`src/rtl/demux_pkg.sv`:
```
// demux_pkg: shared constants and encodings for the buffered 1:2 demux.
// Holds FIFO depth, counter width, select and occupancy encodings.
package demux_pkg;

    localparam int FIFO_DEPTH = 2;
    localparam int CNT_W      = 8;

    typedef enum logic {
        SEL_A = 1'b0,
        SEL_B = 1'b1
    } sel_e;

    typedef enum logic [1:0] {
        OCC_0 = 2'd0,
        OCC_1 = 2'd1,
        OCC_2 = 2'd2
    } occ_e;

endpackage

```
`src/rtl/fifo2.sv`:
```
// fifo2: two-entry register FIFO, head data straight from storage.
// Ports: clk, rst (sync, active-high), push/wdata, pop, full, empty, rdata.
module fifo2
    import demux_pkg::*;
#(
    parameter int WIDTH = 8
) (
    input  logic             clk,
    input  logic             rst,
    input  logic             push,
    input  logic [WIDTH-1:0] wdata,
    input  logic             pop,
    output logic             full,
    output logic             empty,
    output logic [WIDTH-1:0] rdata
);

    logic [WIDTH-1:0] mem [FIFO_DEPTH];
    logic             rptr;
    logic             wptr;
    occ_e             occ;
    occ_e             occ_nxt;
    logic             do_push;
    logic             do_pop;

    assign full    = (occ == OCC_2);
    assign empty   = (occ == OCC_0);
    assign rdata   = mem[rptr];

    // Guard locally so a misbehaving caller cannot corrupt occupancy.
    assign do_push = push & ~full;
    assign do_pop  = pop & ~empty;

    always_comb begin
        occ_nxt = occ;
        case (occ)
            OCC_0: begin
                if (do_push) occ_nxt = OCC_1;
            end
            OCC_1: begin
                if (do_push && !do_pop)      occ_nxt = OCC_2;
                else if (do_pop && !do_push) occ_nxt = OCC_0;
            end
            OCC_2: begin
                if (do_pop) occ_nxt = OCC_1;
            end
            default: occ_nxt = OCC_0;
        endcase
    end

    always_ff @(posedge clk) begin
        if (rst) begin
            occ    <= OCC_0;
            rptr   <= 1'b0;
            wptr   <= 1'b0;
            mem[0] <= '0;
            mem[1] <= '0;
        end else begin
            occ <= occ_nxt;
            if (do_push) begin
                mem[wptr] <= wdata;
                wptr      <= ~wptr;
            end
            if (do_pop) begin
                rptr <= ~rptr;
            end
        end
    end

endmodule

```
`src/rtl/demux1_2_buf.sv`:
```
// demux1_2_buf: steers each input byte by sel into FIFO A or B.
// Ports: clk, rst, in_valid/in_data/sel/in_ready, a_* and b_* outputs,
// a_count/b_count (delivered bytes, mod 256).
module demux1_2_buf
    import demux_pkg::*;
#(
    parameter int WIDTH = 8
) (
    input  logic             clk,
    input  logic             rst,
    input  logic             in_valid,
    input  logic [WIDTH-1:0] in_data,
    input  logic             sel,
    output logic             in_ready,
    output logic             a_valid,
    output logic [WIDTH-1:0] a_data,
    input  logic             a_ready,
    output logic             b_valid,
    output logic [WIDTH-1:0] b_data,
    input  logic             b_ready,
    output logic [CNT_W-1:0] a_count,
    output logic [CNT_W-1:0] b_count
);

    logic a_full;
    logic a_empty;
    logic b_full;
    logic b_empty;
    logic push_a;
    logic push_b;
    logic pop_a;
    logic pop_b;
    logic to_b;

    assign to_b = (sel_e'(sel) == SEL_B);

    // Depends only on sel and registered occupancy: no ready-to-ready path.
    assign in_ready = to_b ? ~b_full : ~a_full;

    assign push_a = in_valid & in_ready & ~to_b;
    assign push_b = in_valid & in_ready & to_b;

    assign a_valid = ~a_empty;
    assign b_valid = ~b_empty;
    assign pop_a   = a_valid & a_ready;
    assign pop_b   = b_valid & b_ready;

    fifo2 #(.WIDTH(WIDTH)) u_fifo_a (
        .clk   (clk),
        .rst   (rst),
        .push  (push_a),
        .wdata (in_data),
        .pop   (pop_a),
        .full  (a_full),
        .empty (a_empty),
        .rdata (a_data)
    );

    fifo2 #(.WIDTH(WIDTH)) u_fifo_b (
        .clk   (clk),
        .rst   (rst),
        .push  (push_b),
        .wdata (in_data),
        .pop   (pop_b),
        .full  (b_full),
        .empty (b_empty),
        .rdata (b_data)
    );

    always_ff @(posedge clk) begin
        if (rst) begin
            a_count <= '0;
            b_count <= '0;
        end else begin
            if (pop_a) a_count <= a_count + CNT_W'(1);
            if (pop_b) b_count <= b_count + CNT_W'(1);
        end
    end

endmodule

```
`config.mk`:
```
export PLATFORM = sky130hd
export DESIGN_NAME = demux1_2_buf
export DESIGN_NICKNAME = d
export VERILOG_FILES = /design/src/rtl/demux_pkg.sv /design/src/rtl/fifo2.sv /design/src/rtl/demux1_2_buf.sv
export SDC_FILE = /design/constraint.sdc
export NUM_CORES = 1
export LEC_CHECK = 0
export BUFFER_PORTS_ARGS = -buffer_cell sky130_fd_sc_hd__clkbuf_2
export CORE_ASPECT_RATIO = 1.25
export CORE_MARGIN = 3
export CORE_UTILIZATION = 46
export CTS_CLUSTER_SIZE = 14
export DETAILED_ROUTE_END_ITERATION = 16
export GPL_TIMING_DRIVEN = 1
export PLACE_DENSITY = 0.76
export SLEW_MARGIN = 20
export SYNTH_ARGS = -nofsm -noshare
export SYNTH_HDL_FRONTEND = slang
export SYNTH_SLANG_ARGS = --single-unit
```
`constraint.sdc`:
```
create_clock -name clk -period 1.93 [get_ports clk]
set_input_delay 0.2895 -clock clk [delete_from_list [all_inputs] [get_ports clk]]
set_output_delay 0.2895 -clock clk [all_outputs]
set_load 0.1 [all_outputs]
```
Word-level counts from Yosys, hierarchy flattened --
Memory sizes are Yosys's and may differ from the RTL's. A register that Yosys moved wholly into a read port is not among the register bits. Index checks and enable logic that the tools add are counted.
Word-level totals: bits in registers 24, latch bits 0, RAM bits 32, memory bits (read-only) 0, input port bits 14, output and inout port bits 35, word-level logic and storage cells 83, memories 2
Memories:
- u_fifo_a.mem | words 2, width 8, read ports 1, clocked after Yosys merged registers in 1, write ports 2, RTL line fifo2.sv:18 | logic [WIDTH-1:0] mem [FIFO_DEPTH];
- u_fifo_b.mem | words 2, width 8, read ports 1, clocked after Yosys merged registers in 1, write ports 2, RTL line fifo2.sv:18
Operators by class: $add $sub $neg 2, multiply operators 0, div/mod/pow operators 0, magnitude comparators 0, equality and inequality tests 10, shift operators 0, mux-type cells 29, bitwise gates (word level) 18, reductions and logical operators 14
Operator list (number):
- $mux 1 | 17
- $add 8x1->8 const B | 2
- $mux 2 | 8
- $mux 8 | 2
- $reduce_or 8->1 | 2
- $pmux 2 s3 | 2
- $and 1x1->1 | 9
- $not 1->1 | 9
- $ne 2x2->1 const B | 4
- $ne 3x1->1 const B | 2
- $reduce_and 3->1 | 2
- $eq 2x1->1 const B | 2
- $eq 2x2->1 const B | 2
- $logic_and 1x1->1 | 4
- $logic_not 1->1 | 4
- $logic_not 2->1 | 2

Depth between registers and ports, before layout --
depth after elaboration 11, gate-level depth with buffers 5, gate-level depth less buffers 4

By module --
From an unflattened synthesis, not the netlist that was laid out.
Unflattened totals: cells, all modules 242, area, all modules 2616.3 um^2
By module, submodules not included:
- fifo2 | times used 2, cells each 79, area each 942.2 um^2, seq. area each 580.6 um^2
- demux1_2_buf | times used 1, cells each 84, area each 732.0 um^2, seq. area each 320.3 um^2

Least setup slack after synthesis --
No wires, ideal clock.
path type reg-to-output, from register u_fifo_b.occ[0], to output port in_ready, arrival time 2.145 ns, required time 1.640 ns, setup slack -0.505 ns, stages on the path, launching flop included 4, buffers on the path 0, cell sequence dfxtp_1 -> nand2b_2 -> inv_1 -> mux2i_1
Between the ends: word-level cells in the longest chain between the ends 3
Ends and longest elaborated chain:
- from (decl) | RTL line fifo2.sv:21 | occ_e occ;
- from (signal assigned) | RTL line fifo2.sv:59 | occ <= occ_nxt;
- $eq 2x2->1 | RTL line fifo2.sv:26 | assign full = (occ == OCC_2);
- $not 1->1 | RTL line demux1_2_buf.sv:38 | assign in_ready = to_b ? ~b_full : ~a_full;
- $mux 1 | RTL line demux1_2_buf.sv:38
- to (decl) | RTL line demux1_2_buf.sv:14 | output logic in_ready,
Every way passes these cells.

==> run_results.csv <==
group,metric,value,unit
detailed_routing,firstDrtPassIters,4,
logic_synthesis,netlist_instances,221,
placed_design,routabilityCongestion,0.7167,
sta,period_share,94.13,%
power,power_density,979.7,mW/mm^2
worst_setup_path,cpMaxStageDelayCell,"dfxtp_1",
logic_synthesis,synth_edf_count,32,
worst_setup_path,path_class,"reg2out",
grt,antenna_found_initial,0,
run,cap_violations,0,
logic_synthesis,synth_xor_area_share,5.036,%
worst_setup_path,path_buf_inv,1,
hold_path,whs_path_depth,2,
cells_and_area,diodes,0,
worst_setup_path,reg2reg_from,"u_fifo_b.occ[0]",
grt,grt_usage,16.16,%
logic_synthesis,syn_nets,237,
power,ir_worst_vdd,0.0005159,V
worst_setup_path,reg2regPathDepth,4,
logic_synthesis,synth_mux_area_share,8.441,%
cells_and_area,synthToLayoutAreaGrowth,20.91,%
logic_synthesis,synth_adder_area_share,0.9592,%
floorplan,die_area,0.006616,sq mm
cells_and_area,drive_gt1_share,34.40,%
logic_synthesis,synth_top_family_by_area,"simple AND/OR/NAND/NOR gates",
worst_setup_path,crit_path_start_kind,"register",
worst_setup_path,cp_data_arrival_time,1.53,ns
worst_setup_path,slowest_delay,0.53,ns
logic_synthesis,synth_compound_area_share,4.269,%
sta,setup_viol_count_final,0,
cells_and_area,finalNetCount,293,
floorplan,start_util,47.93,%
clocking,clkLatencyLatePin,0.33,ns
logic_synthesis,synth-async-reset-ratio,0,%
sta,layout_min_cycle_time,1.817,ns
floorplan,die_x,73.36,um
power,power.leakage,1.278,nW
sta,rsz0062_at_grt,"no",
detailed_routing,vias_per_cell,5.133,
logic_synthesis,yosys.area.top_type_share,36.83,%
hold_path,hold_path_end,"u_fifo_b.occ[1]",
floorplan,num_rows,30,
logic_synthesis,seq_area_frac_synth,56.79,%
sta,finalHoldViolCount,0,
logic_synthesis,synth_cell_types,36,
clocking,clockRootBuffer,"clkbuf_8",
logic_synthesis,synth_top_area_cell,"edfxtp_1",
cells_and_area,layout_commonest_cell,"clkbuf_2",
detailed_routing,via_count,1776,
logic_synthesis,ys_warn_count,0,
grt,grt_overflow,0,
cells_and_area,fillers,473,
detailed_routing,ant_nets,0,
sta,slew_headroom,63.59,%
logic_synthesis,ys_ff_latch,58,
hold_path,hp-start,"b_ready",
clocking,clockBufferDepth,2,
detailed_routing,drt_wl_total,4897,um
grt,grt_pass1_wl,8231,um
logic_synthesis,synth_area_per_cell,11.80,sq um
worst_setup_path,crit_path_cell_trace,"mux2_2 -> clkbuf_4",
placed_design,post-place-ws,0.2422,ns
sta,fmax,550.4,MHz
clocking,cts_hold_buf,0,
worst_setup_path,required,1.64,ns
floorplan,core,0.005443,sq mm
sta,fin_ws,0.1132,ns
floorplan,ios,49,
status,status,"completed",
clocking,clock_sinks,58,
worst_setup_path,crit_path_end_kind,"output pin",
sta,tns,0,ns
logic_synthesis,post_synth_instance_area,0.002609,sq mm
grt,grt_pass1_vias,1889,
cells_and_area,finalNonFillerCells,346,
placed_design,post-place-cells,330,
hold_path,hp-class,"in2reg",
clocking,cts_buffers,9,
worst_setup_path,r2r-end,"u_fifo_b.mem[1][3]",
logic_synthesis,synthSimpleGateAreaFrac,23.31,%
detailed_routing,drt_iter0_markers,64,
logic_synthesis,synth_ff_type,"edfxtp_1",
worst_setup_path,reg2reg_slack,0.26,ns
worst_setup_path,cp_top_family,"flip-flops",
detailed_routing,drc,0,
detailed_routing,wl_per_cell,14.15,um
sta,fin_skew,0.006290,ns
floorplan,die_h,90.20,um
sta,slew_violations,0,
placed_design,numPortBuffers,48,
logic_synthesis,synth.area.top_cells,"edfxtp_1 37%, dfxtp_1 20%, and2_1 7.7%",
placed_design,dp_hpwl,3462,um
grt,grt_start_max_net_pins,31,
cells_and_area,final_cell_mix,"39 x clkbuf_2, 32 x and2_1, 32 x edfxtp_1, 25 x dfxtp_1, 21 x nor2_1",
sta,max_slew.worst_pin.slew,0.5485,ns
clocking,cts_tree,"done",
worst_setup_path,cp_max_fo,8,
clocking,path_clk_slew,0.07,ns
clocking,htreeDepth,3,
[synthesized netlist by cell type (all sizes together) (5+ instances only)]
cell and number:
a21oi 5, and2 32, clkbuf 5, dfxtp 26
edfxtp 32, mux2 16, nand2 11, nand4 6
nor2 21, nor3 8, or2 5, xnor2 9
xor2 6
[kinds of logic after synthesis]
family	Yosys count
adder cells (fa/ha/maj)	2
AO/OA/AOI/OAI	17
flip-flops	58
buffers and inverters	8
XOR/XNOR	15
AND/OR/NAND/NOR	101
multiplexers	20
[where the power goes]
part	internal, mW	leakage (nW)	switching (mW)
Clock	0.718	0.104	0.464
Combinational	0.117	0.628	0.398
Sequential	1.36	0.546	0.0339
[worst max-delay path by stage]
stage               startpoint                  to  slack [ns]  depth (start not counted)
2_1_floorplan  u_fifo_b.occ[0]            in_ready        0.02                          3
3_3_place_gp   u_fifo_b.occ[0]  u_fifo_b.mem[1][2]        0.29                          4
3_5_place_dp   u_fifo_b.occ[0]  u_fifo_b.mem[1][2]        0.24                          4
4_1_cts               register           a_data[3]       0.002                          2
5_1_grt        u_fifo_b.occ[0]            in_ready        0.05                          4
6_report              register           a_data[0]        0.11                          2
[repair_timing]
item	CTS	global route
cloned	0	0
setup endpoints to repair	12	4
pin swaps	0	0
resized for setup	5	4
buffers inserted	0	0
[sequential cells by signal, summed over array words and instances (netlist names), named ones only]
register       flops
u_fifo_a.occ       2
u_fifo_b.wptr      1
u_fifo_a.rptr      1
u_fifo_b.rptr      1
u_fifo_b.occ       2
u_fifo_b.mem      16
b_count            8
a_count            8
u_fifo_a.wptr      1
u_fifo_a.mem      16
[per-stage QoR]
| step | cell area, sq um | util (%) | hold slack [ns] | total power, mW |
|---|---|---|---|---|
| final | 3154 | 57.95 | 0.2128 | 3.090 |
| after global routing | 3154 | 57.95 | 0.2024 | 3.199 |
| after CTS | 3154 | 57.95 | 0.1930 | 3.126 |
| after detailed placement | 2934 | 53.91 | 0.4880 | 1.937 |
| after global placement | 2934 | 53.91 | 0.4788 | 1.927 |
| after floorplan | 2613 | - | 0.3680 | 1.843 |
[per-layer routing]
layer	track usage, %	vias to the layer above	routed length [um]
met1	16.81	823	1966
met3	5.817	10	361
li1	-	887	-
met4	9.215	0	125
met2	27.24	56	2443
met5	0	-	0
[area by class of cell]
class,count,area [sq um],share of cell area [%]
Clock inverter,6,81.33,2.578
Clock buffer,10,127.6,4.046
Timing Repair Buffer,51,275.3,8.727
Sequential cell,58,1483,47.01
Inverter,2,7.507,0.2380
Multi-Input combinational cell,155,1100,34.87
Tap cell,64,80.08,2.539
Power figures use the tool's default switching activity.
